`src/rtl/flippy_pkg.sv`:
```
// -----------------------------------------------------------------------------
// flippy_pkg
// Shared definitions for the falling-byte game lane:
//   - lane FSM state encoding (plain logic constants so older code that
//     compares raw state vectors keeps working)
//   - default timing parameters for a 50 MHz board clock
//   - LFSR tap constant and the single-step LFSR helper
// No ports; imported with "import flippy_pkg::*;".
// -----------------------------------------------------------------------------
package flippy_pkg;

  // Lane FSM state encoding.
  localparam int         STATE_W       = 3;
  localparam logic [2:0] ST_IDLE       = 3'd0;
  localparam logic [2:0] ST_SPAWN_WAIT = 3'd1;
  localparam logic [2:0] ST_FALLING    = 3'd2;
  localparam logic [2:0] ST_HIT        = 3'd3;
  localparam logic [2:0] ST_OVER       = 3'd4;

  // Defaults: half a second per row and a quarter second between bytes
  // at 50 MHz.
  localparam int unsigned DEF_DROP_PERIOD = 25000000;
  localparam int unsigned DEF_ROWS        = 8;
  localparam int unsigned DEF_SPAWN_DELAY = 12500000;
  localparam logic [7:0]  DEF_LFSR_SEED   = 8'hA5;

  // x^8 + x^6 + x^5 + x^4 + 1, right-shifting Galois form (maximal length).
  localparam logic [7:0]  LFSR_TAPS       = 8'hB8;

  // Flipping the top bit of a spawned byte guarantees it differs from the
  // switches the player is already holding.
  localparam logic [7:0]  SPAWN_FLIP      = 8'h80;

  // One Galois step. The map is invertible and fixes only zero, so a
  // nonzero register never reaches zero.
  function automatic logic [7:0] lfsr_step(input logic [7:0] cur);
    logic [7:0] nxt;
    nxt = cur >> 1;
    if (cur[0]) begin
      nxt = nxt ^ LFSR_TAPS;
    end
    return nxt;
  endfunction

endpackage

```
`src/rtl/lfsr8.sv`:
```
// -----------------------------------------------------------------------------
// lfsr8
// Free-running 8-bit Galois LFSR used as the byte generator for the lane.
// It advances on every rising clock edge whenever reset is low, regardless
// of what the game is doing, so the spawned byte depends on player timing.
//
// Parameters:
//   SEED   nonzero value loaded by reset
// Ports:
//   clock  in   system clock, rising edge
//   reset  in   asynchronous, active-high; loads SEED
//   value  out  current LFSR contents (never zero for a nonzero SEED)
// -----------------------------------------------------------------------------
module lfsr8
  import flippy_pkg::*;
#(
  parameter logic [7:0] SEED = DEF_LFSR_SEED
) (
  input  logic       clock,
  input  logic       reset,
  output logic [7:0] value
);

  logic [7:0] value_q;
  logic [7:0] value_d;

  always_comb begin
    value_d = lfsr_step(value_q);
  end

  always_ff @(posedge clock or posedge reset) begin
    if (reset) begin
      value_q <= SEED;
    end else begin
      value_q <= value_d;
    end
  end

  assign value = value_q;

endmodule

```
`src/rtl/falling_byte_lane.sv`:
```
// -----------------------------------------------------------------------------
// falling_byte_lane
// One lane of the "catch the falling byte" game. After a spawn delay a
// pseudo-random byte appears at row 0 and steps down one row every
// DROP_PERIOD clocks. Setting the switches equal to the byte scores a hit
// (one-cycle correct pulse) and schedules the next byte; letting it expire
// on the last row ends the game until the game controller clears it.
//
// Parameters:
//   DROP_PERIOD  clocks per row step (>= 2)
//   ROWS         rows before the floor (2..16)
//   SPAWN_DELAY  clocks between start/hit and the next spawn (>= 1)
//   LFSR_SEED    nonzero LFSR reset value
// Ports:
//   clock         in   system clock, rising edge
//   reset_button  in   asynchronous, active-high board reset
//   reset_signal  in   synchronous clear, held high while the game is in
//                      its start state
//   switches      in   [7:0] player switches, already synchronised
//   target        out  [7:0] falling byte, 0 when nothing is falling
//   row           out  [3:0] row of the falling byte, 0 = top
//   active        out  high while a byte is falling
//   correct       out  one-cycle pulse on a hit
//   game_over     out  high from floor impact until cleared
// All outputs come straight from registers.
// -----------------------------------------------------------------------------
module falling_byte_lane
  import flippy_pkg::*;
#(
  parameter int unsigned DROP_PERIOD = DEF_DROP_PERIOD,
  parameter int unsigned ROWS        = DEF_ROWS,
  parameter int unsigned SPAWN_DELAY = DEF_SPAWN_DELAY,
  parameter logic [7:0]  LFSR_SEED   = DEF_LFSR_SEED
) (
  input  logic       clock,
  input  logic       reset_button,
  input  logic       reset_signal,
  input  logic [7:0] switches,
  output logic [7:0] target,
  output logic [3:0] row,
  output logic       active,
  output logic       correct,
  output logic       game_over
);

  // Counters only ever hold PERIOD-1 down to 0, so $clog2 bits suffice.
  // The guard keeps a degenerate one-cycle spawn delay at one bit wide.
  localparam int DROP_W  = (DROP_PERIOD > 1) ? $clog2(DROP_PERIOD) : 1;
  localparam int SPAWN_W = (SPAWN_DELAY > 1) ? $clog2(SPAWN_DELAY) : 1;

  localparam logic [DROP_W-1:0]  DROP_LAST  = DROP_W'(DROP_PERIOD - 1);
  localparam logic [SPAWN_W-1:0] SPAWN_LAST = SPAWN_W'(SPAWN_DELAY - 1);
  localparam logic [3:0]         ROW_LAST   = 4'(ROWS - 1);

  logic [STATE_W-1:0] state_q,     state_d;
  logic [DROP_W-1:0]  drop_cnt_q,  drop_cnt_d;
  logic [SPAWN_W-1:0] spawn_cnt_q, spawn_cnt_d;
  logic [7:0]         target_q,    target_d;
  logic [3:0]         row_q,       row_d;
  logic               active_q,    active_d;
  logic               correct_q,   correct_d;
  logic               game_over_q, game_over_d;

  logic [7:0]         lfsr_val;
  logic [7:0]         spawn_byte;
  logic               match;

  lfsr8 #(
    .SEED (LFSR_SEED)
  ) u_lfsr (
    .clock (clock),
    .reset (reset_button),
    .value (lfsr_val)
  );

  // A byte identical to the switches at spawn would score instantly, so
  // it is flipped in the top bit instead.
  always_comb begin
    spawn_byte = lfsr_val;
    if (lfsr_val == switches) begin
      spawn_byte = lfsr_val ^ SPAWN_FLIP;
    end
  end

  assign match = (switches == target_q);

  always_comb begin
    state_d     = state_q;
    drop_cnt_d  = drop_cnt_q;
    spawn_cnt_d = spawn_cnt_q;
    target_d    = target_q;
    row_d       = row_q;
    active_d    = active_q;
    correct_d   = 1'b0;
    game_over_d = game_over_q;

    if (reset_signal) begin
      // Game controller clear beats everything, including a same-cycle hit
      // or floor impact, so no stray correct/game_over escapes.
      state_d     = ST_IDLE;
      drop_cnt_d  = '0;
      spawn_cnt_d = '0;
      target_d    = 8'h00;
      row_d       = 4'd0;
      active_d    = 1'b0;
      game_over_d = 1'b0;
    end else begin
      case (state_q)
        ST_IDLE: begin
          state_d     = ST_SPAWN_WAIT;
          spawn_cnt_d = SPAWN_LAST;
        end

        ST_SPAWN_WAIT: begin
          if (spawn_cnt_q == '0) begin
            state_d    = ST_FALLING;
            target_d   = spawn_byte;
            row_d      = 4'd0;
            drop_cnt_d = DROP_LAST;
            active_d   = 1'b1;
          end else begin
            spawn_cnt_d = spawn_cnt_q - 1'b1;
          end
        end

        ST_FALLING: begin
          // A match wins over a same-cycle floor impact.
          if (match) begin
            state_d    = ST_HIT;
            correct_d  = 1'b1;
            active_d   = 1'b0;
            target_d   = 8'h00;
            row_d      = 4'd0;
            drop_cnt_d = '0;
          end else if ((drop_cnt_q == '0) && (row_q == ROW_LAST)) begin
            state_d     = ST_OVER;
            game_over_d = 1'b1;
            active_d    = 1'b0;
            target_d    = 8'h00;
            drop_cnt_d  = '0;
          end else if (drop_cnt_q == '0) begin
            row_d      = row_q + 4'd1;
            drop_cnt_d = DROP_LAST;
          end else begin
            drop_cnt_d = drop_cnt_q - 1'b1;
          end
        end

        ST_HIT: begin
          state_d     = ST_SPAWN_WAIT;
          spawn_cnt_d = SPAWN_LAST;
        end

        ST_OVER: begin
          // Parked on the floor row until the controller clears the game.
          row_d = ROW_LAST;
        end

        default: begin
          state_d     = ST_IDLE;
          drop_cnt_d  = '0;
          spawn_cnt_d = '0;
          target_d    = 8'h00;
          row_d       = 4'd0;
          active_d    = 1'b0;
          game_over_d = 1'b0;
        end
      endcase
    end
  end

  always_ff @(posedge clock or posedge reset_button) begin
    if (reset_button) begin
      state_q     <= ST_IDLE;
      drop_cnt_q  <= '0;
      spawn_cnt_q <= '0;
      target_q    <= 8'h00;
      row_q       <= 4'd0;
      active_q    <= 1'b0;
      correct_q   <= 1'b0;
      game_over_q <= 1'b0;
    end else begin
      state_q     <= state_d;
      drop_cnt_q  <= drop_cnt_d;
      spawn_cnt_q <= spawn_cnt_d;
      target_q    <= target_d;
      row_q       <= row_d;
      active_q    <= active_d;
      correct_q   <= correct_d;
      game_over_q <= game_over_d;
    end
  end

  assign target    = target_q;
  assign row       = row_q;
  assign active    = active_q;
  assign correct   = correct_q;
  assign game_over = game_over_q;

endmodule

```
`config.mk`:
```
export PLATFORM = sky130hd
export DESIGN_NAME = falling_byte_lane
export DESIGN_NICKNAME = d
export VERILOG_FILES = /design/src/rtl/flippy_pkg.sv /design/src/rtl/lfsr8.sv /design/src/rtl/falling_byte_lane.sv
export SDC_FILE = /design/constraint.sdc
export NUM_CORES = 1
export LEC_CHECK = 0
export BUFFER_PORTS_ARGS = -buffer_cell sky130_fd_sc_hd__clkbuf_2
export CAP_MARGIN = 20
export CORE_ASPECT_RATIO = 1.4
export CORE_MARGIN = 2
export CORE_UTILIZATION = 40
export DETAILED_ROUTE_END_ITERATION = 12
export PLACE_DENSITY = 0.68
export SYNTH_ARGS = -nofsm -noshare
export SYNTH_HDL_FRONTEND = slang
export SYNTH_HIERARCHICAL = 1
export SYNTH_SLANG_ARGS = --single-unit
```
`constraint.sdc`:
```
create_clock -name clock -period 4.3 [get_ports clock]
set_clock_uncertainty 0.05 [all_clocks]
set_input_delay 0.645 -clock clock [delete_from_list [all_inputs] [get_ports clock]]
set_output_delay 0.645 -clock clock [all_outputs]
set_load 0.01 [all_outputs]
```
==> summary.md, run 1 <==
The flow ran to the end, and the final reports show no timing, DRC or antenna violations. The logs give 480 for the final-stage net count and 26 for the count of boundary I/O pins. The first global-routing pass estimated 17500 µm of wire.

The first detailed-routing pass took 6 iterations. The worst min-delay path category is input port to asynchronous set/reset pin. The cell area power density came out at 395 nW/µm².

The worst register-to-register path begins at drop_cnt_q[0]. For the summed instance area of the synthesized netlist, the log shows 4250 µm². Setup repair after global routing left no endpoint under its margin.

For this run, the register share of the synthesized area comes to 44.3%. The tools report the number of slew-limit violations in the final report as 0. The tools report the via count of the first global-routing pass as 3600.

Highest metal layer used by the detailed router: met4. During synthesis, Yosys emitted a total of 6 warnings. The die height works out to 126 µm. The total area inside the core boundary comes to 10300 µm².

The routed layout has 3585 vias. The category of the worst setup path launch point is a register. The initial antenna violation count came out at 0.

TritonCTS built the clock tree. The final-layout worst hold slack is 0.189 ns. The aggregate global-route resource usage was 19.0%; the detail-routed net length per standard cell was 17.2 µm. The final clock period utilization by the worst path is 73.5%.

TritonCTS created 9 clock buffers. Routed length on met2: 5240 µm. The analysis attributes to cell leakage a power of 2.14 nW. The number of nets in the synthesized netlist is 468. Data arrival time of the critical path: 3.34 ns. The logs give 44 for the row count and 297 for the violation count after the first detailed-route iteration.

The run gives 0 as the final-report hold violation count. The worst path needs 3.16 ns of the cycle, external delays included. Measured along the x axis, the die boundary spans 91.1 µm. For this run, the top clock speed supported by timing is 0.317 GHz.

For this run the aggregate overflow at the end of global routing stands at 0. Dividing the detail-routed via count by the number of cells gives 5.90. In the synthesized netlist, the number of instances is 453. The minimum setup slack among reg-to-reg paths was 1.14 ns. OpenSTA, run right after detailed placement, puts the worst setup slack at 1.13 ns. Dividing the synthesized area by the synthesized cell count gives 9.39 µm².

The number of setup buffers added after CTS is 0. 0 antenna diodes ended up in the layout. Sorting the synthesized cells by area gives the leading types as dfrtp_1 (42%), xnor2_1 (4.3%), nor2_1 (3.8%).

At the end of routability-driven placement, the weighted congestion stood at 0.876. The actual slew at the worst max-slew pin was 0.877 ns; the utilization of the core after routing was 46.0%. The run gives 63 as the distinct cell type count after synthesis. The flop and latch count out of synthesis was 75. Remaining routing DRC violations: 0. STA classifies the critical path endpoint as a register. The capturing instance or port of the critical path was target[7]. The ratio of cells with drive above 1 in the final layout is 14.7%. The tools report the endpoint required time on the critical path as 4.48 ns.

The tools report the H-tree depth reported by CTS as 3. In this run the remaining antenna-violating nets after routing total 0. Setup violations remaining at the end of the flow were counted as 0. The number of hold buffers added after CTS was 0. The primary flip-flop cell chosen by synthesis mapping was dfrtp_1.

The number of gates resized after CTS was 0. The total die area was 11500 µm²; the wire length on met3 was 486 µm. CTS placed an instance of clkbuf_16 at the clock tree root. Max-cap violations in this run came to 0. The HPWL after detailed placement is 7310 µm. The standard cell area after detailed placement is 4410 µm², and the largest net degree at the start of global routing is 38. In this run the critical register-to-register path is captured at target[7]. After detailed routing, the total wire length is 10500 µm.

The worst-case IR drop observed on VDD is 0.208 mV. The starting density of the core came out at 41.1%. In this run the worst setup path begins at drop_cnt_q[0].

In this run the worst path has a maximum fanout of 17. The max-slew headroom at the worst pin came out at 41.5%. Of all cell types, the one taking the most synthesized area is dfrtp_1. The critical path is of the register to register type.

The tools report the post-route standard cell area excluding fillers as 4760 µm². The fraction of registers with async set or reset after synthesis works out to 100%. The tools report the met1 wire length as 4450 µm. Clock-pin slew was measured on the worst setup and hold paths at 0.06 ns. Setup total negative slack on the finished layout was measured at 0 ns. Relative to the synthesized area, the layout overhead comes to 11.9%. Once routing completed, OpenROAD measured the worst setup slack at 1.14 ns. At the later pin of the worst-skew pair, clock insertion delay measures 0.34 ns.

For the number of buffers between clock root and the deepest sink, the log shows 2. The synthesized design devotes to its leading area cell type 41.8% of total area. The number of synthesized flops with an enable pin is 0. For the worst flop-to-flop path, the logic depth is 8.

By instance count, the leading cell after synthesis is dfrtp_1. Count of input and output buffers: 25. By count the netlist is led by dfrtp_1 (71), nor2_1 (43), a21oi_1 (31). For this design, the sink count on the clock tree is 75.
[layout by cell type, fill, tap and decap left out, types with 10 or more instances in the layout]
master    count
a21oi_1      31
a31oi_1      12
clkbuf_2     25
dfrtp_1      71
inv_1        10
nand2_1      29
nand3_1      15
nand4_1      14
nor2_1       43
nor3_1       12
nor4_1       11
o21ai_0      20
o22a_1       14
xnor2_1      21
[metal layers]
metal	global-route usage [%]	vias to the layer above
li1	-	1709
met1	23.1	1750
met2	32.0	103
met3	3.95	23
met4	8.91	0
met5	0	-
[flip-flops by register name, summed over array words and instances (netlist names), 3 cells and up]
register / count
target: 8
u_lfsr/value: 8
spawn_cnt_q: 24
row: 4
state_q: 3
drop_cnt_q: 25
[stage by stage]
step                power [mW]  std cells
floorplan                0.950        453
global placement          1.00        592
detailed placement        1.01        592
global route              1.95        608
CTS                       1.88        608
finish                    1.88        608
[power breakdown]
part           internal (mW)  switching [mW]  total (mW)
clock network          0.581           0.299       0.880
logic                 0.0827           0.144       0.227
registers              0.738          0.0348       0.773
[worst max-delay path, cell delays in order, from the launching register on]
cell and delay (ns):
dfrtp_1 0.41, inv_1 0.11, ha_1 0.21, nor3b_1 0.50, nand4_1 0.28, nor3_4 0.37
a21o_1 0.58, nand2_2 0.25, a22o_1 0.29
[how the worst min path moves through the flow]
stage / startpoint / to / slack, ns
global route: reset_button / u_lfsr/value[3] / 0.22
floorplan: u_lfsr/value[1] / u_lfsr/value[0] / 0.31
global placement: u_lfsr/value[7] / u_lfsr/value[6] / 0.35
finish: reset_button / u_lfsr/value[3] / 0.19
CTS: reset_button / u_lfsr/value[3] / 0.19
detailed placement: u_lfsr/value[3] / u_lfsr/value[2] / 0.36
[cells by family after synthesis]
| family | Yosys count | share of synthesized area (%) |
|---|---|---|
| xor gates and xnor gates | 29 | 5.97 |
| buffers and inverters | 39 | 4.86 |
| and+or+nand+nor | 168 | 21.7 |
| adders and majority gates | 4 | 1.18 |
| AOI/OAI and AO/OA | 138 | 22.0 |
| DFF | 75 | 44.3 |
[area by class of cell]
cell class | count | area (µm²)
fillers | 1021 | 5590
inverters | 11 | 41.3
multi-input cells | 339 | 2160
well taps | 138 | 173
clock buffers | 11 | 243
repair buffers | 29 | 155
flip-flops and latches | 75 | 1880
clock inverters | 5 | 100
(Power assumes the default switching activity.)
==> run 2: changes to the inputs <==
- clock period: 4.3 -> 3.2 ns (I/O delays scaled with it)
==> summary.md, run 2 (same netlist as run 1, synthesis figures left out) <==
The flow ran to the end, and the final reports show no timing, DRC or antenna violations. The global placer's final weighted congestion is 0.892 (+1.8%), and the global-route wire length before repair is 17300 µm (-1.3%). The overall via count from detail_route is 3654 (+1.9%).

The die height came out at 126 µm (unchanged). For the number of clock sinks, the log shows 75 (unchanged). The tools report the row count as 44 (unchanged).

The min-delay analysis places its worst path in the category input port to asynchronous set/reset pin. The run gives 0.454 ns (-0.687 ns) as the least setup slack across all paths after layout. The data arrival time of the critical path came out at 2.93 ns (-0.41 ns). The cell area power density was 491 nW/µm² (+24%); the worst stage delay on the critical path was 0.63 ns (+0.05 ns). The detail-routed net length per standard cell is 16.9 µm (-1.8%).

The highest net fanout along the worst path is 14 (-3). The run gives 50.1% (+8.6 points) as the max-slew headroom at the worst pin. STA classifies the critical path endpoint as a register.

The static leakage was 2.16 nW (+0.69%); the via count of the first global-routing pass was 3564 (-1.0%). The number of flip-flops under the largest register name came out at 25 (unchanged). Setup repair after global routing left no endpoint under its margin. The starting density of the core was 41.1% (unchanged). The top cell types in the final layout, fill and taps aside, are dfrtp_1 (71), nor2_1 (43), a21oi_1 (31). The leading cell type in the layout, fill and taps excluded is dfrtp_1.

The run gives 3.38 ns (-1.10 ns) as the endpoint required time on the critical path. The count of buffering cells on the critical path with inverters included was 0 (-1); the horizontal die dimension was 91.1 µm (unchanged). The cell sitting at the root of the clock tree is a clkbuf_16. Diode insertion count for antenna repair: 0 (unchanged). The final clock period utilization by the worst path came out at 85.8% (+12 points).

Actual slew at the worst max-slew pin: 0.745 ns (-0.133 ns). The tools report the violation count after the first detailed-route iteration as 202 (-32%). The critical path starts at spawn_cnt_q[19]. For the hold buffer count at cts, the log shows 0 (unchanged).

Startpoint-to-endpoint class of the critical path: register to register. The final critical-path required period is 2.75 ns (-0.413 ns), and the layout-stage area growth over the synthesis result is 12.3%. The total routed wirelength was 10400 µm (-0.53%); the aggregate global-route resource usage was 18.7% (-0.28 points).

The logs give 0 (unchanged) for the final global-route overflow total and 0 (unchanged) for the count of endpoints failing setup in the final report. Detail-routed via count per cell: 5.93 (+0.60%). The clock latency on the worst-skew pair was 0.34 ns (about the same); the overall power of the completed layout was 2.34 mW (+25%).

The number of slew-limit violations in the final report was 0 (unchanged); the clock slew at the register clock pins of the worst setup and hold paths was 0.06 ns (about the same). The count of input and output buffers was 25 (unchanged). The ratio of cells with drive above 1 in the final layout is 16.1% (+1.4 points). TritonCTS built the clock tree. The number of instances resized during post-cts repair was 0 (unchanged).

The final-stage net count was 488 (+1.7%); the final-report hold violation count was 0 (unchanged). H-tree depth reported by CTS: 3 (unchanged). Total CTS buffers: 9 (unchanged).

Walking the worst path, the cells encountered are or3_4, or3_4, or4_4, nand2_2, nand2_2, a22o_1. The fmax was 0.364 GHz (+15%). The run gives 0 (unchanged) as the max-cap violation count. The category of the worst setup path launch point was a register. In the final layout, the registers with the most flip-flops are drop_cnt_q (25), spawn_cnt_q (24). The logs give 1030 (+0.88%) for the final-layout fill cell count and 10300 µm² (unchanged) for the area of the core region.

The worst IR drop on VDD was 0.277 mV (+33%). Cell type of the slowest stage on the worst timing path: or4_4. The tools report the remaining routing DRC violations as 0 (unchanged). The family with the most delay on the worst path is simple AND/OR/NAND/NOR gates. The half-perimeter wire length after detailed placement was 7440 µm (+1.7%); the count of TritonRoute iterations in the first routing pass was 5 (-1).

For the count of antenna-violating nets left after detailed routing, the log shows 0 (unchanged). The run gives 37 (-2.6%) as the largest net degree at the start of global routing. Final sum of negative setup slack: 0 ns (unchanged). The count of boundary I/O pins came out at 26 (unchanged).

The total die area is 11500 µm² (unchanged). The initial antenna violation count was 0 (unchanged). The post-CTS setup repair buffer count was 0 (unchanged); the post-placement worst setup slack was 0.471 ns (-0.656 ns). The number of buffers between clock root and the deepest sink was 2 (unchanged). Counting flops per register, the top entry is drop_cnt_q. The critical register-to-register path startpoint is spawn_cnt_q[19].
-- run 2: report_power, final --
| part | switching [mW] | total [mW] | internal [mW] |
|---|---|---|---|
| clock network | 0.387 | 0.985 | 0.598 |
| logic | 0.197 | 0.321 | 0.124 |
| registers | 0.0469 | 1.04 | 0.992 |
| total | 0.631 | 2.34 | 1.71 |
-- run 2: area by class of cell --
type / count / area, µm² / area share, %
clock inverter: 6 / 57.6 / 1.21
clock buffer: 10 / 229 / 4.80
tap: 138 / 173 / 3.62
timing repair buffer: 37 / 228 / 4.77
multi-input combinational: 339 / 2160 / 45.3
sequential: 75 / 1880 / 39.4
inverter: 11 / 41.3 / 0.865
-- run 2: layer usage --
| metal | wire length, µm | up-vias | global-route usage, % |
|---|---|---|---|
| li1 | - | 1722 | - |
| met1 | 4280 | 1833 | 22.2 |
| met2 | 5440 | 77 | 32.9 |
| met3 | 450 | 22 | 2.69 |
| met4 | 235 | 0 | 9.09 |
| met5 | 0 | - | 0 |
-- run 2: final timing paths --
kind                              endpoint  slack (ns)  cells past startpoint
max                              target[7]        0.45                      6
min                        u_lfsr/value[1]        0.02                      2
max reg2reg                      target[7]        0.45                      6
min reg2reg                u_lfsr/value[6]        0.36                      0
max in group asynchronous        target[0]        2.25                      3
min in group clock         u_lfsr/value[6]        0.36                      0
-- run 2: stage by stage --
stage	instances	area, µm²	hold slack, ns	utilization [%]
after global routing	616	4770	0.0692	46.1
after global placement	600	4490	0.349	43.4
after detailed placement	600	4490	0.354	43.4
final	616	4770	0.0235	46.1
after floorplan	453	4250	0.243	-
after CTS	616	4770	0.0300	46.1
